==> config.mk <==
export PLATFORM = sky130hd
export DESIGN_NAME = fa_bist_ctrl
export DESIGN_NICKNAME = d
export VERILOG_FILES = /design/src/rtl/fa_bist_ctrl.sv
export SDC_FILE = /design/constraint.sdc
export NUM_CORES = 1
export LEC_CHECK = 0
export BUFFER_PORTS_ARGS = -buffer_cell sky130_fd_sc_hd__buf_2
export CELL_PAD_IN_SITES_DETAIL_PLACEMENT = 1
export CELL_PAD_IN_SITES_GLOBAL_PLACEMENT = 2
export CORE_ASPECT_RATIO = 0.9
export CORE_MARGIN = 8
export CORE_UTILIZATION = 35
export CTS_CLUSTER_SIZE = 24
export DETAILED_ROUTE_END_ITERATION = 12
export PLACE_DENSITY = 0.87
export SYNTH_ARGS = -nofsm -noshare
export SYNTH_HDL_FRONTEND = slang
export SYNTH_SLANG_ARGS = --single-unit
==> constraint.sdc <==
create_clock -name clk -period 5.2 [get_ports clk]
set_clock_uncertainty 0.1 [all_clocks]
set_input_delay 1.3 -clock clk [delete_from_list [all_inputs] [get_ports clk]]
set_output_delay 1.3 -clock clk [all_outputs]
set_load 0.02 [all_outputs]
==> src/rtl/fa_bist_ctrl.sv <==
// Exhaustive self-test sequencer for a 1-bit full adder (a, b, cin -> sum, cout).
// Define FA_BIST_LOOP_EN to repeat clean passes and count them on pass_count.
module fa_bist_ctrl #(
  parameter int unsigned SETTLE_CYCLES = 1
) (
  input  logic       clk,
  input  logic       rst,
  input  logic       start,
  input  logic       dut_sum,
  input  logic       dut_cout,
  output logic       tv_a,
  output logic       tv_b,
  output logic       tv_cin,
  output logic       busy,
  output logic       done,
  output logic       pass,
  output logic [3:0] err_count,
  output logic       fail_valid,
  output logic [2:0] fail_vec
`ifdef FA_BIST_LOOP_EN
  ,
  output logic [7:0] pass_count
`endif
);

  typedef enum logic [2:0] {
    S_IDLE,
    S_APPLY,
    S_WAIT,
    S_CHECK,
    S_DONE
  } state_t;

  localparam logic [3:0] LP_SETTLE_LD = 4'(SETTLE_CYCLES - 1);

  state_t     r_state;
  logic [2:0] r_idx;
  logic [3:0] r_cnt;
  logic [2:0] r_tv;
  logic       r_busy;
  logic       r_done;
  logic       r_pass;
  logic [3:0] r_err;
  logic       r_fv;
  logic [2:0] r_fvec;
`ifdef FA_BIST_LOOP_EN
  logic [7:0] r_pcnt;
`endif

  logic       w_exp_sum;
  logic       w_exp_cout;
  logic       w_mis;
  logic [3:0] w_err_nxt;
  logic       w_last;
  logic       w_clean;

  assign w_exp_sum  = r_idx[2] ^ r_idx[1] ^ r_idx[0];
  assign w_exp_cout = (r_idx[2] & r_idx[1]) |
                      (r_idx[2] & r_idx[0]) |
                      (r_idx[1] & r_idx[0]);

  // Either bit wrong counts as a single vector error.
  assign w_mis     = (dut_sum != w_exp_sum) |
                     (dut_cout != w_exp_cout);
  assign w_err_nxt = r_err + {3'b000, w_mis};
  assign w_last    = (r_idx == 3'd7);
  assign w_clean   = (w_err_nxt == 4'd0);

  always_ff @(posedge clk) begin
    if (rst) begin
      r_state <= S_IDLE;
      r_idx   <= 3'd0;
      r_cnt   <= 4'd0;
      r_tv    <= 3'd0;
      r_busy  <= 1'b0;
      r_done  <= 1'b0;
      r_pass  <= 1'b0;
      r_err   <= 4'd0;
      r_fv    <= 1'b0;
      r_fvec  <= 3'd0;
`ifdef FA_BIST_LOOP_EN
      r_pcnt  <= 8'd0;
`endif
    end else begin
      unique case (r_state)
        S_IDLE, S_DONE: begin
          if (start) begin
            r_state <= S_APPLY;
            r_idx   <= 3'd0;
            r_tv    <= 3'd0;
            r_busy  <= 1'b1;
            r_done  <= 1'b0;
            r_pass  <= 1'b0;
            r_err   <= 4'd0;
            r_fv    <= 1'b0;
            r_fvec  <= 3'd0;
`ifdef FA_BIST_LOOP_EN
            r_pcnt  <= 8'd0;
`endif
          end
        end
        S_APPLY: begin
          r_state <= S_WAIT;
          r_cnt   <= LP_SETTLE_LD;
        end
        S_WAIT: begin
          if (r_cnt == 4'd0) begin
            r_state <= S_CHECK;
          end else begin
            r_cnt <= r_cnt - 4'd1;
          end
        end
        S_CHECK: begin
          r_err <= w_err_nxt;
          if (w_mis && !r_fv) begin
            r_fv   <= 1'b1;
            r_fvec <= r_idx;
          end
          if (!w_last) begin
            r_idx   <= r_idx + 3'd1;
            r_tv    <= r_idx + 3'd1;
            r_state <= S_APPLY;
          end
`ifdef FA_BIST_LOOP_EN
          else if (w_clean) begin
            if (r_pcnt != 8'hff) begin
              r_pcnt <= r_pcnt + 8'd1;
            end
            r_idx   <= 3'd0;
            r_tv    <= 3'd0;
            r_state <= S_APPLY;
          end
`endif
          else begin
            r_state <= S_DONE;
            r_busy  <= 1'b0;
            r_done  <= 1'b1;
            r_pass  <= w_clean;
          end
        end
        default: begin
          r_state <= S_IDLE;
        end
      endcase
    end
  end

  assign tv_a       = r_tv[2];
  assign tv_b       = r_tv[1];
  assign tv_cin     = r_tv[0];
  assign busy       = r_busy;
  assign done       = r_done;
  assign pass       = r_pass;
  assign err_count  = r_err;
  assign fail_valid = r_fv;
  assign fail_vec   = r_fvec;
`ifdef FA_BIST_LOOP_EN
  assign pass_count = r_pcnt;
`endif

endmodule

==> results of run 1 <==
## cell type report
type / count / share of cell area, %
inverter: 7 / 2.029
timing repair buffer: 18 / 6.957
tap: 44 / 4.251
clock buffer: 4 / 3.478
multi-input combinational: 98 / 50.82
sequential: 21 / 32.46
## path summary, 6_finish.rpt
check                            startpoint          end  slack (ps)  cells past startpoint
worst max register to register      r_tv[2]         pass        2410                      9
worst min-delay path            fail_vec[0]  fail_vec[0]         360                      2
worst max-delay path               dut_cout         pass        2300                      8
worst min register to register  fail_vec[0]  fail_vec[0]         360                      2
## power breakdown
group	internal (mW)	switching, mW
logic	0.0715	0.0862
clock network	0.0547	0.0535
registers	0.180	0.0367
total	0.306	0.176
## placed cells by master, fill, tap and decap left out, types with 2 or more instances in the layout
cell	Yosys	routed
a22oi_1	2	2
nand3b_1	2	2
dfxtp_1	21	21
o21ai_0	3	3
xnor2_1	3	3
a31oi_1	2	2
buf_2	2	18
nor3_1	2	2
a211oi_1	2	2
inv_1	7	7
nand2b_1	6	6
nand2_1	12	12
nand3_1	10	10
clkbuf_8	1	3
nor2_1	17	17
mux2i_1	3	3
nor2b_4	2	2
nor3b_1	2	2
a21oi_1	7	7
ha_1	6	6
## stage by stage
step	worst slack (ps)	total power, mW	util [%]	instance area [µm²]
2_1_floorplan	2279	0.3514	-	1166
3_3_place_gp	2088	0.3701	38.13	1250
3_5_place_dp	2013	0.3810	38.13	1250
4_1_cts	2320	0.4914	39.50	1295
5_1_grt	2170	0.5216	39.50	1295
6_report	2305	0.4824	39.50	1295
## cells by family after synthesis
group                    after synthesis  synth area share (%)
AO/OA/AOI/OAI                         21                 11.27
XOR/XNOR                               4                 3.005
adder cells (fa/ha/maj)                7                 8.154
buffers and inverters                 14                 7.510
flip-flops                            21                 36.05
multiplexers                           5                 4.828
AND/OR/NAND/NOR                       61                 29.19
## flip-flops by register name, indices dropped and copies added, names as in the netlist
name	cells
r_tv	3
busy	1
fail_vec	3
pass	1
fail_valid	1
err_count	4
r_cnt	4
done	1
r_state	3
## Yosys cell counts, drive strengths merged
cell / count
clkbuf: 2
nand3: 11
mux2i: 3
nor3b: 2
nand2b: 6
ha: 6
a21oi: 7
dfxtp: 21
a22oi: 2
or3b: 1
or3: 1
a31oi: 2
mux2: 2
a211oi: 2
or2: 1
xor2: 1
o31a: 1
fa: 1
nor2b: 2
or4: 1
nor2: 17
nand2: 12
and3b: 1
o21a: 1
o21ai: 3
o31ai: 1
o21bai: 1
a21o: 1
nor3: 2
xnor2: 3
buf: 5
inv: 7
nand3b: 3
or2b: 1
## critical path: stages
cell	delay (ps)
buf_2	100
xnor2_1	110
nor2_1	180
inv_1	70
ha_1	200
ha_1	290
or4_1	510
o31ai_1	200
## routing by layer
| layer | share of wire (%) | vias to the layer above | track usage, % | wire length (µm) |
|---|---|---|---|---|
| li1 | - | 480 | - | - |
| met1 | 47 | 454 | 12.97 | 1320 |
| met2 | 47 | 14 | 19.51 | 1339 |
| met3 | 4.4 | 4 | 4.051 | 124 |
| met4 | 1.5 | 0 | 4.478 | 41 |
| met5 | 0 | - | 0 | 0 |
==> results by group, run 1 <==
Final layout
  • Non-filler cells, final: 192
  • Footprint of the multi-input gates: 658.1 µm²
  • # fillers: approximately 400
  • Share of layout cells above drive strength 1: 19.59%
  • Nets: 161
  • Ant diodes: 0
  • Reg area: 420.4 µm²
  • Area grow syn2layout: 11.05%

Min path
  • Hold/Removal Path Class: flip-flop to flip-flop

Yosys
  • Synth Warn #: 0
  • Post-Syn Area: approximately 0.0012 mm²
  • Yosys cell types: 39
  • Area contributors post-synth: dfxtp_1 36%, ha_1 6.4%, nor2_1 5.5%, nand3_1 4.3%, nand2_1 3.9%
  • Syn Area/Cell: between 8 and 9 µm²
  • Cell taking the most area after synthesis: dfxtp_1
  • Syn nets: 145
  • Seq/Total Area, Yosys: approximately 36%
  • Share of the synthesized area in the top cell type: a little over a third
  • Post-synthesis cell count: 133
  • Yosys reg bits: 21

Clock tree
  • Reg clk slew, reported paths: 80 ps
  • Clock Path Buffers: 2
  • H-tree depth: 1
  • Post-CTS setup buffers: 0
  • Cts hold-fix bufs: 0
  • CTS resizes: 0
  • CTS sink count: 21
  • CTS tree: done
  • Total clock buffers created by CTS: 3
  • CTS root buffer: clkbuf_8
  • Clk_lat worst skew: 260 ps

Floorplan
  • Initial core utilization: 35.57%
  • Die width: between 70 and 80 µm
  • Top-level port count: 19
  • Die ar.: 0.005438 mm²
  • Die Y: 70.76 µm
  • # rows: 20
  • CORE AREA: 0.003278 mm²

Timing
  • Max Freq: 345.4 MHz
  • Worst-Margin Slew: 525.8 ps
  • Final min period: between 2000 and 3000 ps
  • Final setup TNS: 0 ps
  • Final Max Slew Viols: 0
  • Fin. Hold Viols: 0
  • RSZ-0062 raised after global routing: no
  • Final Setup Violations: 0
  • Slew margin rel.: between 60% and 70%
  • Fin Hold WS: 362.2 ps
  • Final worst path period share: 55.68%

Place
  • PortBufs: 18
  • Detail Placement HPWL: around 2100 µm
  • GPL Wtd Cong: about 0.78
  • Placed Cells incl. Taps: 188

Drt
  • WL/cell: 14.72 µm
  • First drt pass iteration count: 2
  • DRC violations left: 0
  • DRT Wirelength: 2826 µm
  • Starting DRT DRC Count: 45
  • Vias per inst: 4.958
  • Antenna-violating nets left: 0
  • Vias: 952

Global route
  • Vias in the first global route: approximately 1100
  • Largest net degree at the start of global routing: 23
  • GRT overflow: 0
  • GR Util All Layers: 11.54%
  • Initial antenna violation count: 0
  • Global-route wire length before repair: 5112 µm

Pwr
  • Leak: 0.5680 nW
  • PwrDens: 372.5 mW/mm²
  • Worst vdd ir: around 0.00015 V

Worst setup path
  • Req. time, crit path: about 5300 ps
  • Critical path class: input pin to flip-flop
  • Critical path peak fanout: 3
  • Worst path arrival time: 2970 ps
  • CP Capture Type: flip-flop
  • CP Launch Type: input pin

Job
  • Max-Cap Viols: 0

Status
  • Status: finished, final reports clean
Power figures use the tool's default switching activity.
==> run 2: changes to the inputs <==
- ABC_AREA: not set -> 1
- CORE_UTILIZATION: 35 -> 30
- PLACE_DENSITY: 0.87 -> 0.82
- clock period: 5.2 -> 2.9 ns (I/O delays scaled with it)
==> results by group, run 2 <==
Status
  • Status: finished, final reports clean

Yosys
  • Yosys reg bits: 21
  • Area contributors post-synth: dfxtp_1 39%, nand2_1 13%, a21oi_1 7.8%, ha_1 6.9%, inv_1 5.9%
  • Syn Area/Cell: around 7.4 µm²
  • Synth async-reset ratio: 0%
  • Most numerous cell in the Yosys netlist: nand2_1
  • Syn nets: ~160
  • Largest family of logic cells by synthesized area: simple AND/OR/NAND/NOR gates
  • Area share of and/or/nand/nor cells after synthesis: 30.99%
  • Synth Warn #: 0
  • Seq/Total Area, Yosys: 38.71%
  • Cell taking the most area after synthesis: dfxtp_1
  • Synth top cells by count: 38 x nand2_1, 21 x dfxtp_1, 17 x a21oi_1, 17 x inv_1, 9 x nor2_1
  • Post-synth EDFFs: 0
  • Yosys cell types: 26
  • Post-synthesis cell count: 147
  • Post-synthesis adder-cell area fraction: 8.756%
  • Share of the synthesized area in the top cell type: 38.71%
  • Compound-Gate Fraction of Synth Area: 11.52%
  • Post-Syn Area: 0.001086 mm²
  • Post-synthesis mux area share: 0%
  • Post-Synth XOR/XNOR Area: 1.613%
  • Top_reg_cell synth: dfxtp_1

Clock tree
  • Post-CTS setup buffers: 0
  • H-tree depth: 1
  • Reg clk slew, reported paths: 80 ps
  • Total clock buffers created by CTS: 3
  • Clock Path Buffers: 2
  • Clk_lat worst skew: 260 ps
  • CTS root buffer: clkbuf_8
  • CTS resizes: 0
  • Cts hold-fix bufs: 0
  • CTS sink count: 21
  • CTS tree: done

Place
  • PortBufs: 18
  • Place WS: 572.7 ps
  • Detail Placement HPWL: 2119 µm
  • GPL Wtd Cong: 0.8145
  • Placed Cells incl. Taps: approximately 210

Final layout
  • # fillers: 441
  • Area grow syn2layout: 17.17%
  • Footprint of the multi-input gates: 574.3 µm²
  • Most common cell after layout, fill and taps aside: nand2_1
  • Ant diodes: 0
  • Non-filler cells, final: 212
  • Commonest cells after routing, fill and taps aside: 38 x nand2_1, 21 x dfxtp_1, 18 x buf_2, 17 x inv_1, 17 x a21oi_1
  • Share of layout cells above drive strength 1: 20.83%
  • Reg area: 420.4 µm²
  • Nets: 181

Worst setup path
  • Req. time, crit path: about 3000 ps
  • Critical path peak fanout: 5
  • Worst path arrival time: 2420 ps
  • Reg2reg path depth: 10
  • CP Depth: 10
  • Crit-path cells: inv_1 > fa_1 > nand2_1 > nand2_1 > nand2_1 > ha_1 > ha_1 > nor3_1 > nand3_1 > a21oi_1
  • Delay-heaviest family, CP: adder cells
  • Slowest stage delay, CP: 560 ps
  • Most used cell, CP: nand2_1
  • Critical path class: flip-flop to flip-flop
  • Slowest library cell on the worst path: fa_1
  • Buf/Inv on CP: 1
  • CP Launch Type: flip-flop
  • CP Capture Type: flip-flop

Timing
  • Final Max Slew Viols: 0
  • Final Setup Violations: 0
  • Final worst path period share: between 80% and 90%
  • Fin. Hold Viols: 0
  • Final worst setup slack: 576.6 ps
  • RSZ-0062 raised after global routing: no
  • Final setup TNS: 0 ps
  • Max Freq: 430.4 MHz
  • Final min period: between 2000 and 2500 ps
  • Worst-Margin Slew: 320.4 ps
  • Slew margin rel.: 78.46%

Pwr
  • Clk pwr share: between 20% and 30%
  • PwrDens: 706.7 mW/mm²
  • Worst vdd ir: 0.0003675 V
  • Flop pwr share: 41.3%
  • Net switching power figure: 0.3534 mW
  • Switching part of the total: 39.30%
  • Leak: slightly above 0.6 nW
  • Tot Pwr: 0.8993 mW
  • Pint: 0.5458 mW
  • Gate power share: 36.8%

Drt
  • First drt pass iteration count: 4
  • DRT Wirelength: 2623 µm
  • Starting DRT DRC Count: 64
  • Vias: 986
  • DRC violations left: 0
  • Vias per inst: 4.651
  • Antenna-violating nets left: 0
  • WL/cell: 12.37 µm

Floorplan
  • Initial core utilization: a little under a third
  • # rows: 20
  • Die Y: 73.08 µm
  • Top-level port count: 19
  • CORE AREA: about 0.0034 mm²
  • Die width: 79.42 µm
  • Die ar.: 0.005804 mm²

Job
  • Max-Cap Viols: 0

Global route
  • GR Util All Layers: 9.579%
  • Global-route wire length before repair: 4512 µm
  • Largest net degree at the start of global routing: 14
  • GRT overflow: 0
  • Vias in the first global route: 1007
  • Initial antenna violation count: 0

Min path
  • Hold/Removal Path Class: flip-flop to flip-flop
  • Hold Crit Depth: 2
==> run 2: worst paths after layout <==
| kind | slack (ps) | endpoint | start |
|---|---|---|---|
| setup / recovery | 580 | pass | r_tv[2] |
| hold / removal | 360 | r_cnt[0] | r_cnt[0] |
| setup reg to reg | 580 | pass | r_tv[2] |
| hold reg to reg | 360 | r_cnt[0] | r_cnt[0] |
==> run 2: kinds of logic (layout without fill, tap and decap cells) <==
group / after synthesis / count (layout)
and+or+nand+nor: 71 / 71
AOI/OAI and AO/OA: 23 / 23
buffers and inverters: 23 / 44
DFF: 21 / 21
adders and majority gates: 7 / 7
xor gates and xnor gates: 2 / 2
==> run 2: per-layer routing <==
layer | routed length [µm] | global-route usage [%] | up-vias
met2 | 1235 | 16.55 | 12
met4 | 19 | 2.464 | 0
met5 | 0 | 0 | -
met1 | 1268 | 10.86 | 459
met3 | 99 | 3.325 | 2
li1 | - | - | 513
==> run 2: power by group through the flow <==
| stage | logic (mW) | clock network, mW | registers [mW] |
|---|---|---|---|
| final | 0.331 | 0.196 | 0.372 |
| after global routing | 0.383 | 0.219 | 0.378 |
| after CTS | 0.338 | 0.205 | 0.372 |
| after detailed placement | 0.337 | 0 | 0.379 |
| after global placement | 0.330 | 0 | 0.376 |
| after floorplan | 0.233 | 0 | 0.397 |
==> run 2: worst register-to-register path, stage by stage, from the launching register on <==
cell and delay [ps]:
dfxtp_1 410, inv_1 90, fa_1 560, nand2_1 60, nand2_1 50, nand2_1 70
ha_1 210, ha_1 300, nor3_1 200, nand3_1 90, a21oi_1 120
==> run 2: stage by stage <==
step                      instance area [µm²]  hold slack [ps]  util (%)
after floorplan                          1086            334.7         -
after global placement                   1227            344.8     35.80
after detailed placement                 1227            351.5     35.80
after CTS                                1272            363.3     37.12
after global routing                     1272            392.7     37.12
final                                    1272            361.8     37.12
==> run 2: area by class of cell <==
| cell class | count | share of cell area (%) |
|---|---|---|
| Clock buffer | 4 | 3.540 |
| Inverter | 22 | 6.883 |
| Multi-Input combinational cell | 103 | 45.13 |
| Sequential cell | 21 | 33.04 |
| Tap cell | 44 | 4.326 |
| Timing Repair Buffer | 18 | 7.080 |
